**src/rtl/direct_sound_pkg.sv**
```systemverilog
// Shared definitions for the Direct Sound write-side FIFO.
//   DS_FIFO_DEPTH / DS_WORD_W : default storage depth and word width
//   ds_word_t / ds_count_t    : word and occupancy types
//   merge_lanes()             : byte-lane merge of staged data with a new write
package direct_sound_pkg;

  localparam int unsigned DS_FIFO_DEPTH = 8;
  localparam int unsigned DS_WORD_W     = 32;

  typedef logic [DS_WORD_W-1:0] ds_word_t;
  typedef logic [3:0]           ds_count_t;

  // Lanes enabled in be take data; the rest keep staging.
  function automatic ds_word_t merge_lanes(input ds_word_t   staging,
                                           input ds_word_t   data,
                                           input logic [3:0] be);
    ds_word_t merged;
    for (int i = 0; i < 4; i++) begin
      merged[8*i +: 8] = be[i] ? data[8*i +: 8] : staging[8*i +: 8];
    end
    return merged;
  endfunction

endpackage

```
**src/rtl/direct_sound_fifo.sv**
```systemverilog
// Write-side FIFO for one Direct Sound channel. CPU halfword and DMA word writes
// are packed into 32-bit words in a staging register; a write touching lane 3
// completes the word and pushes it. The sample reader pops words from the head.
//
// Ports:
//   clock, reset          system clock, synchronous active-high reset
//   wr_en, wr_be, wr_data register write to this channel's FIFO address
//   FIFO_re, FIFO_clr     reader pop and flush
//   FIFO_value            show-ahead head word (0 when empty)
//   FIFO_size             stored word count, 0..DEPTH
//   full, empty           occupancy flags
//   overflow, underflow   one-cycle pulses after a dropped push / empty pop
//   drop_count            saturating overflow count (DIRECT_SOUND_FIFO_STATS_EN only)
//
// Build option: define DIRECT_SOUND_FIFO_STATS_EN to add the drop_count port.
module direct_sound_fifo
  import direct_sound_pkg::*;
#(
  parameter int unsigned DEPTH  = DS_FIFO_DEPTH,
  parameter int unsigned DATA_W = DS_WORD_W
) (
  input  logic                      clock,
  input  logic                      reset,
  input  logic                      wr_en,
  input  logic [3:0]                wr_be,
  input  logic [DATA_W-1:0]         wr_data,
  input  logic                      FIFO_re,
  input  logic                      FIFO_clr,
  output logic [DATA_W-1:0]         FIFO_value,
  output logic [$clog2(DEPTH):0]    FIFO_size,
  output logic                      full,
  output logic                      empty,
  output logic                      overflow,
  output logic                      underflow
`ifdef DIRECT_SOUND_FIFO_STATS_EN
  ,
  output logic [7:0]                drop_count
`endif
);

  localparam int unsigned PtrW = $clog2(DEPTH);
  localparam int unsigned CntW = PtrW + 1;
  localparam logic [CntW-1:0] CntFull = CntW'(DEPTH);

  logic [DATA_W-1:0] mem_q [DEPTH];
  logic [PtrW-1:0]   head_q, head_d, tail_q, tail_d;
  logic [CntW-1:0]   count_q, count_d;
  ds_word_t          staging_q, staging_d;
  logic [3:0]        lane_valid_q, lane_valid_d;
  logic              overflow_q, overflow_d, underflow_q, underflow_d;

  logic              push_req, do_push, do_pop, mem_we;
  ds_word_t          staged_lanes, push_word;

  assign empty = (count_q == '0);
  assign full  = (count_q == CntFull);

  always_comb begin
    staged_lanes = '0;
    for (int i = 0; i < 4; i++) begin
      if (lane_valid_q[i]) staged_lanes[8*i +: 8] = staging_q[8*i +: 8];
    end
  end

  assign push_word = merge_lanes(staged_lanes, wr_data, wr_be);

  always_comb begin
    head_d       = head_q;
    tail_d       = tail_q;
    count_d      = count_q;
    staging_d    = staging_q;
    lane_valid_d = lane_valid_q;
    mem_we       = 1'b0;

    push_req = wr_en & wr_be[3];
    do_pop   = FIFO_re & ~empty;
    // A same-cycle pop frees the slot a full FIFO needs for the push.
    do_push  = push_req & (~full | do_pop);

    overflow_d  = push_req & ~do_push;
    underflow_d = FIFO_re & empty;

    if (wr_en) begin
      if (wr_be[3]) begin
        // Word completes (stored or dropped): staging always restarts.
        staging_d    = '0;
        lane_valid_d = '0;
      end else begin
        staging_d    = merge_lanes(staging_q, wr_data, wr_be);
        lane_valid_d = lane_valid_q | wr_be;
      end
    end

    if (do_pop)  head_d = head_q + 1'b1;
    if (do_push) tail_d = tail_q + 1'b1;
    mem_we = do_push;

    unique case ({do_push, do_pop})
      2'b10:   count_d = count_q + 1'b1;
      2'b01:   count_d = count_q - 1'b1;
      default: count_d = count_q;
    endcase

    if (FIFO_clr) begin
      head_d       = '0;
      tail_d       = '0;
      count_d      = '0;
      staging_d    = '0;
      lane_valid_d = '0;
      mem_we       = 1'b0;
      overflow_d   = 1'b0;
      underflow_d  = 1'b0;
    end
  end

  always_ff @(posedge clock) begin
    if (reset) begin
      head_q       <= '0;
      tail_q       <= '0;
      count_q      <= '0;
      staging_q    <= '0;
      lane_valid_q <= '0;
      overflow_q   <= 1'b0;
      underflow_q  <= 1'b0;
    end else begin
      head_q       <= head_d;
      tail_q       <= tail_d;
      count_q      <= count_d;
      staging_q    <= staging_d;
      lane_valid_q <= lane_valid_d;
      overflow_q   <= overflow_d;
      underflow_q  <= underflow_d;
    end
  end

  // Storage is not reset; empty masks stale contents from FIFO_value.
  always_ff @(posedge clock) begin
    if (mem_we && !reset) mem_q[tail_q] <= push_word;
  end

  assign FIFO_value = empty ? '0 : mem_q[head_q];
  assign FIFO_size  = count_q;
  assign overflow   = overflow_q;
  assign underflow  = underflow_q;

`ifdef DIRECT_SOUND_FIFO_STATS_EN
  logic [7:0] drop_q;

  always_ff @(posedge clock) begin
    if (reset || FIFO_clr) begin
      drop_q <= '0;
    end else if (overflow_d && drop_q != 8'hFF) begin
      drop_q <= drop_q + 8'd1;
    end
  end

  assign drop_count = drop_q;
`endif

endmodule

```
**config.mk**
```make
export PLATFORM = sky130hd
export DESIGN_NAME = direct_sound_fifo
export DESIGN_NICKNAME = d
export VERILOG_FILES = /design/src/rtl/direct_sound_pkg.sv /design/src/rtl/direct_sound_fifo.sv
export SDC_FILE = /design/constraint.sdc
export NUM_CORES = 1
export LEC_CHECK = 0
export ABC_AREA = 1
export ABC_CLOCK_PERIOD_IN_PS = 4440
export CELL_PAD_IN_SITES_DETAIL_PLACEMENT = 0
export CELL_PAD_IN_SITES_GLOBAL_PLACEMENT = 2
export CORE_ASPECT_RATIO = 0.6
export CORE_MARGIN = 2
export CORE_UTILIZATION = 42
export CTS_BUF_LIST = sky130_fd_sc_hd__clkbuf_16
export DETAILED_ROUTE_END_ITERATION = 8
export DONT_BUFFER_PORTS = 1
export GPL_TIMING_DRIVEN = 0
export HOLD_SLACK_MARGIN = 0.15
export PLACE_DENSITY = 0.8
export SLEW_MARGIN = 10
export SYNTH_ARGS = -nofsm -noshare
export SYNTH_HDL_FRONTEND = slang
export SYNTH_SLANG_ARGS = --single-unit
```
**constraint.sdc**
```tcl
create_clock -name clock -period 4.44 [get_ports clock]
set_input_delay 1.11 -clock clock [delete_from_list [all_inputs] [get_ports clock]]
set_output_delay 1.11 -clock clock [all_outputs]
set_load 0.01 [all_outputs]
```
# After elaboration in Yosys (flattened, before gate mapping)
# Memory sizes are Yosys's and may differ from the RTL's. A register that Yosys moved wholly into a read port is not among the register bits.
# Cells that the tools add are included.
# word_totals
register_bits,40
ramBits,256
input_bits,41
wordCells,57
mem_count,1
# memory_table
name,depth,width,rd,rd_clocked_by_memory_dff,write_ports,line_no,text
mem_q,8,32,1,1,1,direct_sound_fifo.sv:45,logic [DATA_W-1:0] mem_q [DEPTH];
# op_classes
addsub,4
n_eq_ne,3
n_mux,19
bitwise_logic,10
n_reduce_logical,11
# ops
op,count
$mux W8,10
$mux W32,1
$mux W24,1
$pmux W4 S2,1
$reduce_bool A2 Y1,4
$add A3 B1 Y3 const B,2
$mux W3,2
$reduce_and A2 Y1,3
$and A1 B1 Y1,5
$add A4 B1 Y4 const B,1
$eq A4 B4 Y1 const B,1
$logic_not A4 Y1,1
$mux W4,1
$or A4 B4 Y4,1
$sub A4 B1 Y4 const B,1
$mux W1,3
$not A1 Y1,3
$eq A2 B1 Y1 const B,1
$eq A2 B2 Y1 const B,1
$reduce_or A2 Y1,1
$logic_and A1 B1 Y1,1
$logic_not A1 Y1,1
$or A1 B1 Y1,1

# Longest topological paths before layout
# Gate-level depths: netlist (run 1).
# depth
word_depth,9
ltp_mapped,13

# Worst setup path after synthesis (run 1)
# Ideal clock, no wire load.
# synth_path
path_type,input to register
start,in FIFO_clr
end,"mem mem_q[0][0] (netlist name), enable pin"
setup_time_ps,421
arrival_ps,3035
t_required_ps,4019
slack_ps,984
stages,4
path_buffers,1
path_cell_list,nor2_1 -> clkbuf_1 -> nand4_1 -> nor2_1
# synth_between
elab_chain_cells,4
# synth_lines
element,line_no,text
start: declaration,direct_sound_fifo.sv:28,"input logic FIFO_clr,"
$mux W1,direct_sound_fifo.sv:104,if (FIFO_clr) begin
$logic_and A1 B1 Y1,direct_sound_fifo.sv:138,if (mem_we && !reset) mem_q[tail_q] <= push_word;
$mux W1,direct_sound_fifo.sv:138,
$mux W1 (not written as such),direct_sound_fifo.sv:138,
end: declaration,direct_sound_fifo.sv:45,
# No other way between the ends.

# Worst setup path after layout (run 1)
# layout_path
start,"reg count_q[1], in the netlist FIFO_size[1]"
end,out FIFO_value[30]
# layout_between
elab_chain_cells,2
# layout_lines
element,line_no,text
start: declaration,direct_sound_fifo.sv:47,"logic [CntW-1:0] count_q, count_d;"
start signal: assignment,direct_sound_fifo.sv:128,count_q <= count_d;
$logic_not A4 Y1,direct_sound_fifo.sv:55,assign empty = (count_q == '0);
$mux W32,direct_sound_fifo.sv:141,assign FIFO_value = empty ? '0 : mem_q[head_q];
end: declaration,direct_sound_fifo.sv:29,"output logic [DATA_W-1:0] FIFO_value,"
# No other way between the ends.

==> results of run 1 <==
## report_power, final
group | internal, mW | switching [mW] | total [mW] | leakage [nW]
combinational | 0.0746 | 0.252 | 0.327 | 1.55
clock | 1.28 | 1.01 | 2.29 | 0.466
sequential | 3.05 | 0.00841 | 3.06 | 2.68
## metrics by stage
| step | area [sq um] | std cells | utilization, % |
|---|---|---|---|
| 4_1_cts | 13710 | 1517 | 47.96 |
| 5_1_grt | 13710 | 1517 | 47.96 |
| 6_report | 13710 | 1517 | 47.96 |
| 3_5_place_dp | 12840 | 1465 | 44.93 |
| 3_3_place_gp | 12610 | 1457 | 44.11 |
| 2_1_floorplan | 12140 | 1082 | - |
## worst max-delay path by stage
stage | endpoint | depth (start not counted)
3_3_place_gp | mem_q[0][22] | 4
4_1_cts | FIFO_value[30] | 6
3_5_place_dp | mem_q[4][22] | 5
5_1_grt | FIFO_value[30] | 6
6_report | FIFO_value[30] | 6
2_1_floorplan | mem_q[0][0] | 4
## final cells by class
class,instances,share of cell area [%]
well taps,375,3.422
plain buffers,70,2.656
clock buffers,29,5.293
clock inverters,23,1.022
flip-flops and latches,298,62.20
multi-input cells,684,23.31
inverters,30,0.8213
repair buffers,8,1.278
## worst register-to-register path, delay by kind of cell, from the launching register on
kind	cells	cell delay (ns)
simple gates	6	1.32
buf+inv	1	0.27
flops	1	0.46
## cell usage after synthesis, drive strengths merged
master / instances
a21o: 1
o21ai: 152
nor3: 2
xnor2: 1
nand2: 133
ha: 4
o211ai: 32
o22ai: 32
nor2: 250
buf: 31
a21oi: 34
clkbuf: 39
edfxtp: 256
nand3: 38
xor2: 2
nand4: 2
dfxtp: 42
inv: 30
fa: 1
## logic make-up (layout without fill, tap and decap cells)
kind of cell | after synthesis | after routing | share of synthesized area, %
compound gates | 251 | 251 | 11.36
xor+xnor | 3 | 3 | 0.2165
fa+ha+maj | 5 | 5 | 0.5772
buf+inv | 100 | 160 | 3.927
flops | 298 | 298 | 70.25
simple gates | 425 | 425 | 13.68
## state kept, by name (all words and copies together) (netlist names), named ones only
signal        count
staging_q        24
overflow          1
mem_q           256
lane_valid_q      3
FIFO_size         4
head_q            3
underflow         1
tail_q            3
## metal layers
| metal | GRT usage, % | up-vias | share of wire [%] |
|---|---|---|---|
| li1 | - | 3888 | - |
| met1 | 34.63 | 3947 | 50 |
| met2 | 31.57 | 249 | 41 |
| met3 | 4.750 | 39 | 7.5 |
| met4 | 4.185 | 0 | 1.4 |
| met5 | 0 | - | 0 |
==> metrics.md, run 1 <==
| Metric | Value |
|---|---|
| Max_slew headroom | 15.54% |
| Nets | 1166 |
| Clk_lat worst skew | 0.56 ns |
| Vias | 8123 |
| Synth Instances | 1082 |
| Share of the synthesized area in the top cell type | 63.32% |
| Layout cells sized above 1 | 7.531% |
| Yosys warns | 0 |
| R2r setup slk | 2.08 ns |
| Worst Skew | 0.01286 ns |
| Tmin final | 3.676 ns |
| Actual slew at the worst max-slew pin | 1.254 ns |
| Hold worst-path end | staging_q[17] |
| DP HPWL | 21.62 mm |
| Crit end category | output port |
| Hold WS | 0.4610 ns |
| Total track usage | 22.10% |
| Clock Root Buffer | clkbuf_16 |
| Synthesized cell area | 12140 sq um |
| Initial Util | 42.47% |
| Avg Inst Size Synth | 11.22 sq um |
| CTS Buf Count | 28 |
| Wire per inst | 21.62 microns |
| Largest net degree at the start of global routing | 23 |
| Worst Path Max Fanout | 10 |
| CTS tree | done |
| # hold bufs at CTS | 0 |
| Worst path slowest cell | clkbuf_1 |
| ANT nets after route | 0 |
| Number of antenna violations at the first check in global routing | 0 |
| Vias in the first global route | 7680 |
| Synth area leaders | edfxtp_1 63%, nor2_1 7.7%, dfxtp_1 6.9% |
| CP Data Arrival Time | 2.57 ns |
| Setup crit start | FIFO_size[1] |
| Clock slew at reported path FFs | 0.06 ns |
| Setup-failing EPs final | 0 |
| Final WL | 32.79 mm |
| Period utilization | 82.78% |
| RePlAce Congestion | 0.7508 |
| Most common cell after layout, fill and taps aside | edfxtp_1 |
| First-pass GRT wire length | 49.00 mm |
| Drt first-iter violations | 754 |
| Register area | 8528 sq um |
| Pre-CTS setup slack | 1.035 ns |
| Critical Path Start Type | flip-flop |
| CP Cell Sequence | nor2_1, nand2_1, buf_6, clkbuf_1, nand2_1, nor2_1 |
| Area of the core | 28590 sq um |
| H-tree levels | 1 |
| Vias per inst | 5.355 |
| Fmax | 272.1 MHz |
| PwrDens | 414.0 nW/um^2 |
| Tot Pwr | 5.676 mW |
| Die area | 30330 sq um |
| I/O Pins | 81 |
| Unrepaired setup endpoints after global routing | no |
| # fillers | 2615 |
| CTS Buffer Depth | 3 |
| Yosys top cell by area | edfxtp_1 |
| Post-route DRC violation count | 0 |
| Max IR drop VDD | 0.2776 mV |
| Grt total ovfl | 0 |
| #FFs+latches synth | 298 |
| Status | completed |
| Worst endpoint required time | 3.33 ns |
| Port Buffers | 0 |
| Final Hold Viols | 0 |
| Sequential share of the synthesized area | 70.25% |
| Chip width | 223.5 microns |
| Bufs and invs on worst path | 2 |
| Slew Viols, Final | 0 |
| Most frequent cells in the layout | 256 x edfxtp_1, 240 x nor2_1, 145 x o21ai_0 |
| Crit path max-delay family | buffers and inverters |
| Crit-path max cell delay | 0.72 ns |
| Sinks on Clock Net | 298 |
| RR Startpoint | FIFO_size[1] |
| HP Class | flip-flop to flip-flop |
| DRT Pass-1 Iters | 5 |
| Setup TNS | 0 ns |
| Library cells used by synthesis | 28 |
| Post-CTS sizing | 0 |
| Postcts setup bufs | 0 |
| Area occupied by multi-input gates | 3196 sq um |
| Layout area overhead | 12.93% |
| # rows | 48 |
| Critical Setup Path Class | flip-flop to output port |
| Reg-to-Reg End | mem_q[5][21] |
| Die height | 135.7 microns |
| Leak pwr | 4.691 nW |
| Hold path depth | 2 |
| Worst r2r path cells | 7 |
| Worst Setup Slack, final | 0.7645 ns |
| Antenna cells | 0 |
| Worst hold start | staging_q[17] |
| Max-cap check violation count | 0 |
| Mapped Nets | 1128 |
Note: power is estimated with default switching activity, not from simulation.
==> run 2, diff against run 1 <==
ABC_AREA = 0   (was 1)
ABC_CLOCK_PERIOD_IN_PS = 3600   (was 4440)
CORE_UTILIZATION = 48   (was 42)
PLACE_DENSITY = 0.81   (was 0.8)
clock period = 3.6 ns   (was 4.44 ns; I/O delays follow)
==> run 2 against run 1 <==
Against the previous run: global-route usage shrank 1.3 points; largest cell class unchanged; via count shrank 23%; critical endpoint is now FIFO_value[14]; cell count shrank 31%; sequential cell count is the same; critical path type unchanged.
==> metrics.md, run 2 <==
| Metric | Value |
|---|---|
| Status | completed |
| Most common cell after layout, fill and taps aside | edfxtp_1 |
| Total track usage | 20.77% |
| CTS Buf Count | 27 |
| Clock power frac | 38.8% |
| Max reg flops | 256 |
| Layout area overhead | 13.52% |
| Worst r2r path cells | 7 |
| Fmax | 288.9 MHz |
| Reg-to-Reg End | mem_q[0][7] |
| Net Sw Frac | 22.01% |
| #FFs+latches synth | 298 |
| Hold path depth | 2 |
| PwrDens | 515.4 nW/um^2 |
| R2r setup slk | 0.54 ns |
| Vias per inst | 6.001 |
| Synth cell count leaders | 256 x edfxtp_1, 78 x nor2_1, 64 x mux4_2, 42 x dfxtp_1, 33 x mux2i_1 |
| Synth Instances | 658 |
| Post-route cell area | 13410 sq um |
| Library cells used by synthesis | 44 |
| Yosys top cell by area | edfxtp_1 |
| Hold WS | 0.4694 ns |
| # rows | 44 |
| Area of the core | 24170 sq um |
| Worst endpoint required time | 2.70 ns |
| Dominant synthesized flop cell | edfxtp_1 |
| Crit end category | output port |
| Tot Pwr | 6.911 mW |
| Worst Setup Slack, final | 0.1381 ns |
| Final Hold Viols | 0 |
| Worst Skew | 0.01528 ns |
| Worst hold start | staging_q[20] |
| Vias in the first global route | 6308 |
| Setup-failing EPs final | 0 |
| RePlAce Congestion | 0.8293 |
| NetSw | 1.521 mW |
| I/O Pins | 81 |
| Simple-gate area share of the yosys netlist | 4.968% |
| Post-synth ARST share | 0% |
| Chip width | 206.5 microns |
| Final WL | 26.17 mm |
| Wire per inst | 25.11 microns |
| Hold worst-path end | staging_q[20] |
| Vias | 6253 |
| Sequential share of the synthesized area | 72.20% |
| Post-route DRC violation count | 0 |
| Worst Path Max Fanout | 10 |
| Sinks on Clock Net | 298 |
| Share of the synthesized area in the top cell type | 65.08% |
| Pre-CTS setup slack | 0.04404 ns |
| Reg with most FFs | mem_q |
| DP HPWL | 17.23 mm |
| Top-count cell post-synth | edfxtp_1 |
| Antenna cells | 0 |
| Clock slew at reported path FFs | 0.07 ns |
| ANT nets after route | 0 |
| Initial Util | 48.87% |
| H-tree levels | 1 |
| Avg Inst Size Synth | 17.95 sq um |
| CP Data Arrival Time | 2.56 ns |
| Number of synthesized flops with an enable pin | 256 |
| Max_slew headroom | 35.45% |
| Layout cells sized above 1 | 20.28% |
| HP Class | flip-flop to flip-flop |
| Clk_lat worst skew | 0.53 ns |
| Combinational power share | 6.5% |
| Pint | 5.390 mW |
| Placed inst area | 12560 sq um |
| DRT Pass-1 Iters | 7 |
| Max-cap check violation count | 0 |
| First-pass GRT wire length | 39.57 mm |
| Placed cells | 992 |
| Synth Area in Compound Gates | 5.021% |
| Largest net degree at the start of global routing | 22 |
| Yosys warns | 0 |
| Grt total ovfl | 0 |
| CTS tree | done |
| Sequential power share | 54.7% |
| Synth area leaders | edfxtp_1 65%, mux4_2 12%, dfxtp_1 7.1% |
| RR Startpoint | FIFO_size[1] |
| Adder-cell area share of the yosys netlist | 0.5932% |
| Most frequent cells in the layout | 256 x edfxtp_1, 72 x nor2_1, 64 x mux4_2 |
| Clock Root Buffer | clkbuf_16 |
| Number of antenna violations at the first check in global routing | 0 |
| Die height | 125.5 microns |
| Unrepaired setup endpoints after global routing | no |
| Period utilization | 96.16% |
| Finished Layout Cells | 1042 |
| Critical Path Start Type | flip-flop |
| Largest family of logic cells by synthesized area | multiplexers |
| Nets | 745 |
| Tmin final | 3.462 ns |
| Synthesized cell area | 11810 sq um |
| Mux contribution to synthesized area | 15.00% |
| Synth Area in XOR/XNOR | 0.4449% |
| Leak pwr | 4.162 nW |
| CTS Buffer Depth | 3 |
| Drt first-iter violations | 470 |
| Port Buffers | 0 |
| # fillers | 1830 |
| Max IR drop VDD | 0.4303 mV |
| Critical Setup Path Class | flip-flop to output port |
| Mapped Nets | 704 |
| Slew Viols, Final | 0 |
| Actual slew at the worst max-slew pin | 0.9683 ns |
| Die area | 25920 sq um |
[run 2: worst max path at each step]
stage,start,to,slack (ns),cells after the start
detailed placement,wr_en,mem_q[0][6],0.04,6
finish,flip-flop,FIFO_value[14],0.14,5
floorplan,FIFO_clr,mem_q[4][0],-0.01,4
CTS,flip-flop,FIFO_value[23],0.008,5
global route,flip-flop,FIFO_value[14],0.01,5
global placement,wr_en,mem_q[1][6],-1.65,4
[run 2: power by group through the flow]
stage          Combinational (mW)  Sequential [mW]  Clock (mW)
4_1_cts                     0.457             3.78        2.74
3_5_place_dp                0.456             3.85           0
3_3_place_gp                0.439             3.85           0
5_1_grt                     0.495             3.78        2.87
6_report                    0.452             3.78        2.68
2_1_floorplan               0.325             3.85           0
[run 2: area by class of cell]
class / instances / area [sq um] / share of cell area, %
clock inverter: 22 / 130.1 / 0.9705
multi-input combinational: 309 / 3142 / 23.43
sequential: 298 / 8528 / 63.61
tap: 322 / 402.9 / 3.005
buffer: 44 / 195.2 / 1.456
inverter: 7 / 26.28 / 0.1960
clock buffer: 28 / 700.7 / 5.226
timing repair buffer: 12 / 282.8 / 2.109
[run 2: kinds of logic after synthesis]
kind of cell,after synthesis
AO/OA/AOI/OAI,72
multiplexers,97
AND/OR/NAND/NOR,129
XOR/XNOR,6
buffers and inverters,51
flip-flops,298
adder cells (fa/ha/maj),5
[run 2: repair_timing]
action	CTS	global route
hold buffers	0	0
pin swaps	0	0
endpoints found under the setup margin	23	6
buffers inserted	0	0
resized for setup	5	4
[run 2: metrics by stage]
step	TNS [ns]	utilization (%)
after floorplan	-0.3450	-
after global placement	-374.98	50.58
after detailed placement	0	51.99
after CTS	0	55.45
after global routing	0	55.48
final	0	55.48
[run 2: layer usage]
metal | track usage, % | up-vias | wire length (microns)
met4 | 4.118 | 0 | 507
met3 | 3.545 | 31 | 1562
met1 | 30.63 | 3298 | 11720
li1 | - | 2740 | -
met5 | 0 | - | 0
met2 | 32.99 | 184 | 12380
[run 2: critical path, cell delays in order, from the launching register on]
cell and delay (ns):
dfxtp_1 0.30, clkbuf_1 0.52, clkbuf_2 0.43, mux4_2 0.36, mux2i_1 0.28, nor2_1 0.13
==> run 3, diff against run 2 <==
REMOVE_ABC_BUFFERS = 1   (was not set)
==> run 3 against run 2 <==
Against the previous run: critical path depth unchanged; global-route usage shrank 1.0 points; sequential share of layout area grew 0.90 points; cell count fell by 3.6%; largest cell class unchanged; combinational power fell by 12%; non-clock buffer count is 38 lower.
==> metrics.md, run 3 (synthesis gave the netlist of run 2 again) <==
| Metric | Value |
|---|---|
| Clk_lat worst skew | 0.55 ns |
| Crit-path max cell delay | 0.76 ns |
| Placed cells | 953 |
| Area of the core | 24170 sq um |
| Layout cells sized above 1 | 19.50% |
| Drt first-iter violations | 500 |
| # rows | 44 |
| Largest net degree at the start of global routing | 43 |
| Slew Viols, Final | 0 |
| Vias in the first global route | 6176 |
| Port Buffers | 0 |
| Layout area overhead | 12.08% |
| Number of antenna violations at the first check in global routing | 0 |
| Post-route DRC violation count | 0 |
| Net Sw Frac | 21.71% |
| PwrDens | 518.6 nW/um^2 |
| Area occupied by multi-input gates | 3132 sq um |
| CP Data Arrival Time | 3.57 ns |
| Worst endpoint required time | 3.86 ns |
| Critical Path Start Type | input port |
| Register area | 8539 sq um |
| Most frequent cells in the layout | 256 x edfxtp_1, 71 x nor2_1, 64 x mux4_2 |
| Critical Setup Path Class | input port to flip-flop |
| Bufs and invs on worst path | 2 |
| Max reg flops | 256 |
| Die area | 25920 sq um |
| NetSw | 1.491 mW |
| Final WL | 24.62 mm |
| I/O Pins | 81 |
| DP HPWL | 14.66 mm |
| Max-cap check violation count | 0 |
| # hold bufs at CTS | 0 |
| CTS Buf Count | 27 |
| Setup-failing EPs final | 0 |
| Actual slew at the worst max-slew pin | 0.9790 ns |
| Max_slew headroom | 34.38% |
| Worst Path Max Fanout | 42 |
| Clock power frac | 39.1% |
| CTS Buffer Depth | 3 |
| Die height | 125.5 microns |
| Max IR drop VDD | 0.3101 mV |
| RePlAce Congestion | 0.7212 |
| Crit end category | flip-flop |
| Unrepaired setup endpoints after global routing | no |
| CP Cell Sequence | or2_2, or4_1, nor3_2, buf_4, buf_6 |
| CTS tree | done |
| Placed inst area | 12390 sq um |
| Total track usage | 19.74% |
| Crit path max-delay family | simple AND/OR/NAND/NOR gates |
| Reg with most FFs | mem_q |
| Final Hold Viols | 0 |
| HP Class | input port to flip-flop |
| Wire per inst | 24.52 microns |
| ANT nets after route | 0 |
| Core Util, Final | 54.77% |
| Fmax | 301.5 MHz |
| Worst Skew | 0.01616 ns |
| Worst path slowest cell | nor3_2 |
| Combinational power share | 5.8% |
| H-tree levels | 1 |
| Period utilization | 92.12% |
| Sequential power share | 55.2% |
| Finished Layout Cells | 1004 |
| Initial Util | 48.87% |
| Sinks on Clock Net | 298 |
| Antenna cells | 0 |
| Pint | 5.375 mW |
| Grt total ovfl | 0 |
| DRT Pass-1 Iters | 5 |
| Tmin final | 3.316 ns |
| Clock Root Buffer | clkbuf_16 |
| Most common cell after layout, fill and taps aside | edfxtp_1 |
| Vias | 5943 |
| Leak pwr | 4.059 nW |
| First-pass GRT wire length | 37.57 mm |
| # fillers | 1833 |
| Post-route cell area | 13240 sq um |
| Clock slew at reported path FFs | 0.06 ns |
| Vias per inst | 5.919 |
| Chip width | 206.5 microns |
| Nets | 707 |
| Status | completed |
run 3: changes by cell type in the layout (fill, tap and decap cells not counted), moves of 5 or more:
| cell | previous run | this run |
|---|---|---|
| buf_6 | 0 | 6 |
| buf_2 | 13 | 0 |
| clkbuf_1 | 18 | 0 |
| clkbuf_2 | 5 | 0 |
| clkinv_1 | 5 | 11 |
| buf_1 | 6 | 0 |
run 3: power by group through the flow:
stage / clock network [mW] / logic (mW) / registers (mW)
detailed placement: 0 / 0.395 / 3.87
CTS: 2.75 / 0.406 / 3.79
floorplan: 0 / 0.282 / 3.87
global route: 2.89 / 0.442 / 3.79
global placement: 0 / 0.368 / 3.88
finish: 2.68 / 0.398 / 3.79
run 3: metal layers:
metal,global-route usage (%),up-vias,share of wire (%),wire (microns)
li1,-,2654,-,-
met1,26.45,3085,43,10490
met2,32.50,173,49,12040
met3,5.579,31,7.2,1777
met4,4.118,0,1.3,308
met5,0,-,0,0
run 3: repair_timing:
| action | 4_1_cts | 5_1_grt |
|---|---|---|
| setup buffers | 1 | 0 |
| cloned | 0 | 0 |
| setup endpoints to repair | 3 | 31 |
| gates resized for setup | 0 | 1 |
run 3: worst paths after layout:
| path | slack (ns) | to | from | cells after the start |
|---|---|---|---|---|
| max | 0.28 | mem_q[0][29] | FIFO_clr | 5 |
| min | 0.43 | overflow | FIFO_re | 1 |
| max reg2reg | 0.43 | mem_q[0][29] | FIFO_size[1] | 6 |
| min reg2reg | 0.46 | staging_q[20] | staging_q[20] | 2 |
run 3: layout make-up:
class | count | area share (%)
sequential | 298 | 64.51
multi-input combinational | 309 | 23.66
clock buffer | 28 | 5.293
tap | 322 | 3.043
timing repair buffer | 18 | 2.363
clock inverter | 22 | 0.9168
inverter | 7 | 0.2174
run 3: stage by stage:
| step | TNS, ns | power (mW) | setup WS, ns | hold WS (ns) |
|---|---|---|---|---|
| 2_1_floorplan | -93.85 | 4.152 | -1.038 | 0.4290 |
| 3_3_place_gp | -564.35 | 4.251 | -3.526 | 0.4409 |
| 3_5_place_dp | -4.843 | 4.263 | -0.3254 | 0.4544 |
| 4_1_cts | 0 | 6.942 | 0.01278 | 0.4005 |
| 5_1_grt | 0 | 7.119 | 0.1208 | 0.4136 |
| 6_report | 0 | 6.865 | 0.2838 | 0.4343 |
